File: config.mk
export PLATFORM = sky130hd
export DESIGN_NAME = button_event_detector
export DESIGN_NICKNAME = d
export VERILOG_FILES = /design/src/rtl/button_event_detector.sv
export SDC_FILE = /design/constraint.sdc
export NUM_CORES = 1
export LEC_CHECK = 0
export ABC_AREA = 1
export BUFFER_PORTS_ARGS = -buffer_cell sky130_fd_sc_hd__clkbuf_2
export CAP_MARGIN = 20
export CORE_MARGIN = 5
export CORE_UTILIZATION = 50
export CTS_CLUSTER_DIAMETER = 200
export DETAILED_ROUTE_END_ITERATION = 10
export MAX_ROUTING_LAYER = met4
export PLACE_DENSITY_LB_ADDON = 0.08
export SLEW_MARGIN = 0
export SYNTH_ARGS = -nofsm -noshare
export SYNTH_HDL_FRONTEND = slang
export SYNTH_SLANG_ARGS = --single-unit
File: constraint.sdc
create_clock -name clk -period 1.88 [get_ports clk]
set_input_delay 0.282 -clock clk [delete_from_list [all_inputs] [get_ports clk]]
set_output_delay 0.282 -clock clk [all_outputs]
set_load 0.03 [all_outputs]
File: src/rtl/button_event_detector.sv
// Turns the debounced button level into one-cycle press/release/short/long strobes.
// Define BTN_AUTOREPEAT_EN to add periodic repeat_pulse strobes while a long press is held.
module button_event_detector #(
  parameter int LONG_CNT   = 50000000,
  parameter int REPEAT_CNT = 10000000
) (
  input  logic clk,
  input  logic rst,
  input  logic btn_level,
  output logic press_pulse,
  output logic release_pulse,
  output logic short_pulse,
  output logic long_pulse,
  output logic repeat_pulse,
  output logic held
);

  localparam int MAX_CNT = (LONG_CNT > REPEAT_CNT) ? LONG_CNT : REPEAT_CNT;
  localparam int CNT_W   = $clog2(MAX_CNT);
  localparam logic [CNT_W-1:0] LONG_LAST = CNT_W'(LONG_CNT - 1);

  typedef enum logic [1:0] {
    WAIT_REL  = 2'd0,
    IDLE      = 2'd1,
    PRESSED   = 2'd2,
    LONG_HELD = 2'd3
  } state_t;

  state_t           state, state_n;
  logic [CNT_W-1:0] cnt, cnt_n;
  logic             press_n, release_n, short_n, long_n, held_n, repeat_n;

  always_ff @(posedge clk) begin
    if (rst) begin
      state         <= WAIT_REL;
      cnt           <= '0;
      press_pulse   <= 1'b0;
      release_pulse <= 1'b0;
      short_pulse   <= 1'b0;
      long_pulse    <= 1'b0;
      held          <= 1'b0;
    end else begin
      state         <= state_n;
      cnt           <= cnt_n;
      press_pulse   <= press_n;
      release_pulse <= release_n;
      short_pulse   <= short_n;
      long_pulse    <= long_n;
      held          <= held_n;
    end
  end

`ifdef BTN_AUTOREPEAT_EN
  localparam logic [CNT_W-1:0] REPEAT_LAST = CNT_W'(REPEAT_CNT - 1);

  always_ff @(posedge clk) begin
    if (rst) repeat_pulse <= 1'b0;
    else     repeat_pulse <= repeat_n;
  end
`else
  assign repeat_pulse = 1'b0;
`endif

  always_comb begin
    state_n   = state;
    cnt_n     = cnt;
    press_n   = 1'b0;
    release_n = 1'b0;
    short_n   = 1'b0;
    long_n    = 1'b0;
    repeat_n  = 1'b0;
    case (state)
      // A level already high here is never treated as a press.
      WAIT_REL: begin
        if (!btn_level) state_n = IDLE;
      end
      IDLE: begin
        if (btn_level) begin
          state_n = PRESSED;
          cnt_n   = '0;
          press_n = 1'b1;
        end
      end
      // Release is checked first so it wins over reaching the long threshold.
      PRESSED: begin
        if (!btn_level) begin
          state_n   = IDLE;
          cnt_n     = '0;
          release_n = 1'b1;
          short_n   = 1'b1;
        end else if (cnt == LONG_LAST) begin
          state_n = LONG_HELD;
          cnt_n   = '0;
          long_n  = 1'b1;
        end else begin
          cnt_n = cnt + CNT_W'(1);
        end
      end
      LONG_HELD: begin
        if (!btn_level) begin
          state_n   = IDLE;
          cnt_n     = '0;
          release_n = 1'b1;
        end else begin
`ifdef BTN_AUTOREPEAT_EN
          if (cnt == REPEAT_LAST) begin
            cnt_n    = '0;
            repeat_n = 1'b1;
          end else begin
            cnt_n = cnt + CNT_W'(1);
          end
`else
          cnt_n = '0;
`endif
        end
      end
      default: begin
        state_n = WAIT_REL;
        cnt_n   = '0;
      end
    endcase
    held_n = (state_n == PRESSED) || (state_n == LONG_HELD);
  end

endmodule

Word level (Yosys, flattened, before mapping)
Index checks and enable logic that the tools add are counted.
- logic and storage cells: 41
- bits of input ports: 3
- register bits after elaboration: 33
- output and inout port bits: 6
- muxes and demuxes: 12
- add/sub/neg operators: 1
- reductions and logical operators: 10
- equal/unequal tests: 7
- bitwise operators: 4
- operator list (cell ; count):
    $mux 26 ; 3
    $pmux 26 s3 ; 1
    $add 26x1->26 const B ; 1
    $eq 26x26->1 const B ; 1
    $reduce_or 2->1 ; 5
    $eq 2x2->1 const B ; 4
    $mux 2 ; 4
    $pmux 2 s3 ; 1
    $not 1->1 ; 4
    $mux 1 ; 3
    $reduce_bool 3->1 ; 1
    $reduce_or 3->1 ; 1
    $eq 2x1->1 const B ; 1
    $logic_not 2->1 ; 1
    $ne 2x2->1 const B ; 1
    $reduce_and 2->1 ; 1
    $logic_or 1x1->1 ; 1

Longest topological paths before layout
- word-level depth: 6
- mapped depth: 12
- depth with buffers taken out: 12

Worst setup path after synthesis
Ideal clock, no wire load.
- path kind: register -> register
- from: register, netlist name held
- to: register cnt[15]
- setup time: 0.122 ns
- buffers on the path: 0
- data arrival time: 1.709 ns
- required time: 1.758 ns
- setup slack: 0.049 ns
- cell stages (with the launch flop): 11
- period minus slack after synthesis: 1.831 ns
- cells stage by stage: dfxtp_1 -> inv_1 -> ha_1 -> inv_1 -> nand2_2 -> nand2_4 -> nand2_1 -> nor2_2 -> nand4_1 -> o21ai_0 -> nor2_4
- RTL lines (element ; line ; text):
    end signal: assignment ; 44 ; cnt <= cnt_n;
    end: declaration ; 30 ; logic [CNT_W-1:0] cnt, cnt_n;

==> metrics.md <==
| Metric | Value |
|---|---|
| Most frequent cells in the layout | `61 x nand2_1, 44 x nor2_1, 34 x inv_1, 31 x dfxtp_1, 23 x nand3_1` |
| Row Count | `22` |
| Adder-cell share of the synthesized area | `0.02640` |
| Reg2reg end | `cnt[12]` |
| Clock Pin Slew Worst Setup and Hold Paths | `about 0.060 ns` |
| Final worst path period need | `between 1.5 and 2 ns` |
| Mapped cell area | `roughly 1900 sq um` |
| Number of hold buffers added after CTS | `0` |
| Post-DP HPWL | `approximately 3200 um` |
| Hold path depth | `2` |
| Vias per cell | `roughly 5` |
| Maxcap violations | `0` |
| Routed Antenna Nets | `0` |
| Ratio of cells with drive above 1 in the final layout | `0.1694` |
| Max VDD drop | `about 470 uV` |
| Antenna cell count | `0` |
| Tot Pwr | `around 1.4 mW` |
| Synth-to-Final Area Change | `14.13%` |
| Post-Synth XOR/XNOR Area | `0.03696` |
| Initial Utilization | `0.5178` |
| Non-Filler Instances | `about 360` |
| Synth warn | `0` |
| Placed Area | `roughly 2000 sq um` |
| 1st-pass router iterations | `4` |
| Total negative slack | `0 ns` |
| Avg Inst Size Synth | `between 6 and 7 sq um` |
| I/O pins | `9` |
| Die Ht | `~70 um` |
| # clock sinks | `32` |
| Clock root cell | `clkbuf_8` |
| Sequential cell area fraction in the yosys report | `0.3380` |
| Worst clock skew | `slightly below 0.008 ns` |
| Clk_lat worst skew | `slightly below 0.3 ns` |
| Largest net degree at the start of global routing | `18` |
| Initial antenna violation count | `0` |
| Core Area | `around 3700 sq um` |
| Drt wl/cell | `around 12 um` |
| R2R Path Start | `held` |
| Post-Layout Inst Area | `approximately 2200 sq um` |
| Worst min-delay path endpoint | `short_pulse` |
| Mapped Nets | `a little under 300` |
| H-tree levels | `2` |
| CTS tree | `built` |
| Final worst path period share | `0.9361` |
| #FFs+latches synth | `32` |
| Status | `finished, final reports clean` |
| Remaining DRCs | `0` |
| Internal reg-to-reg setup slack | `approximately 0.12 ns` |
| Die W | `slightly above 70 um` |
| DR iter-0 viols | `131` |
| Largest family of logic cells by synthesized area | `simple AND/OR/NAND/NOR gates` |
| Worst EP required | `roughly 2.1 ns` |
| WP data arrival | `slightly below 2 ns` |
| WL final | `4303 um` |
| TritonCTS buffer count | `5` |
| Via Count | `1813` |
| Proportion of synthesized area in mux cells | `0` |
| Fmax | `between 0.5 and 0.6 GHz` |
| Slew Limit Fails | `0` |
| RSZ-0062 raised after global routing | `no` |
| Crit path kind | `reg2reg` |
| Post-synthesis compound-gate area fraction | `0.06733` |
| IO Port Bufs | `7` |
| Clock Tree Buf Depth | `2` |
| Final Wtd Congestion | `just under 0.9` |
| Reg2Reg Depth | `9` |
| Overall global routing resource usage | `0.1847` |
| Crit start category | `flip-flop` |
| Worst hold path startpoint | `btn_level` |
| Most common cell after layout, fill and taps aside | `nand2_1` |
| Die area | `about 5000 sq um` |
| Leak Pwr | `0.7339 nW` |
| Final hold vios | `0` |
| Total grt overflow | `0` |
| Final setup violation count | `0` |
| CP max FO | `11` |
| Number of global-route vias before repair | `about 1700` |
| Library cells used by synthesis | `27` |
| Global-route wire length before repair | `around 7400 um` |
| Nets | `approximately 310` |
| Crit. End Element | `flip-flop` |
| Placed insts | `343` |
| Fillers | `between 300 and 400` |
| Synth Area in Simple Gates | `0.4396` |
| Post-Synthesis Cells | `roughly 290` |
| Hold Path Class | `in2reg` |
| Pwr dens | `about 650 nW/um^2` |
==> state kept, by name, summed over array words and instances (netlist names) <==
register / cells
state: 1
held: 1
cnt: 26
press_pulse: 1
long_pulse: 1
release_pulse: 1
short_pulse: 1
==> cells by family after synthesis <==
kind of cell | after synthesis
adder cells (fa/ha/maj) | 4
AO/OA/AOI/OAI | 24
AND/OR/NAND/NOR | 177
buffers and inverters | 39
flip-flops | 32
XOR/XNOR | 8
other | 1
==> through the flow <==
| stage | utilization | setup slack [ns] | hold slack, ns |
|---|---|---|---|
| final | 0.5909 | 0.1201 | 0.2410 |
| after global routing | 0.5909 | 0.003025 | 0.2525 |
| after floorplan | - | 0.04928 | 0.3511 |
| after global placement | 0.5465 | 0.1135 | 0.5068 |
| after detailed placement | 0.5465 | 0.1181 | 0.5094 |
| after CTS | 0.5711 | 0.09585 | 0.2327 |
==> cell usage after synthesis <==
cell type	number	area (sq um)
o22ai_1	1	6.260
nor2_2	13	81.33
xnor2_1	1	8.760
or2_0	1	6.260
inv_1	34	127.6
nor3_1	15	75.07
a211oi_1	1	7.510
nand2_4	4	45.04
nand3b_1	1	7.510
buf_4	2	15.01
dfxtp_1	32	640.6
ha_1	4	50.05
conb_1	1	3.750
nand4_1	8	50.05
a31oi_1	1	6.260
inv_2	1	3.750
o21ai_0	10	50.05
xor2_1	7	61.31
nand2_1	61	229.0
nand3_1	23	115.1
o21a_1	1	7.510
buf_12	1	20.02
a21oi_1	10	50.05
nor2_4	3	33.78
nand2_2	4	25.02
clkinv_1	1	3.750
nor2_1	44	165.2
==> cell type report <==
class,count,area [sq um],share of cell area
multi-input combinational,214,1122,0.5188
sequential,32,641.9,0.2967
inverter,36,135.1,0.06246
timing repair buffer,17,113.9,0.05263
clock buffer,8,90.09,0.04164
tap,48,60.06,0.02776
==> how the worst max path moves through the flow <==
stage                        start       to  slack [ns]  depth (start not counted)
after floorplan               held  cnt[15]        0.05                         10
after global placement        held   cnt[2]        0.11                          9
after detailed placement      held  cnt[20]        0.12                          8
after CTS                     held  cnt[20]         0.1                          8
after global routing      state[0]  cnt[14]       0.003                         11
final                         held  cnt[12]        0.12                          9
==> routing by layer <==
layer | wire length [um] | global-route usage | up-vias
li1 | - | - | 949
met2 | 1966 | 0.2816 | 30
met3 | 178 | 0.04909 | 9
met4 | 76 | 0.08142 | 0
met1 | 2081 | 0.2287 | 825
met5 | 0 | - | -
==> what timing repair did <==
| action | CTS | global route |
|---|---|---|
| setup endpoints to repair | 0 | 15 |
| setup buffers | 0 | 4 |
| resized for setup | 0 | 9 |
| endpoints found under the hold margin | 0 | 0 |
==> critical path, cell delays in order (launching register included) <==
cell	delay (ns)
dfxtp_2	0.36
inv_1	0.09
ha_2	0.23
nand2_1	0.13
nand2_4	0.13
buf_6	0.16
nand3b_1	0.16
buf_4	0.18
xor2_1	0.16
nor2_2	0.06
==> report_power, final <==
part	internal, mW	switching, mW	leakage [nW]	total (mW)
registers	0.686	0.00695	0.258	0.693
clock network	0.298	0.247	0.0455	0.545
logic	0.0482	0.111	0.430	0.159
total	1.03	0.365	0.734	1.40
Note: power is estimated with default switching activity, not from simulation.
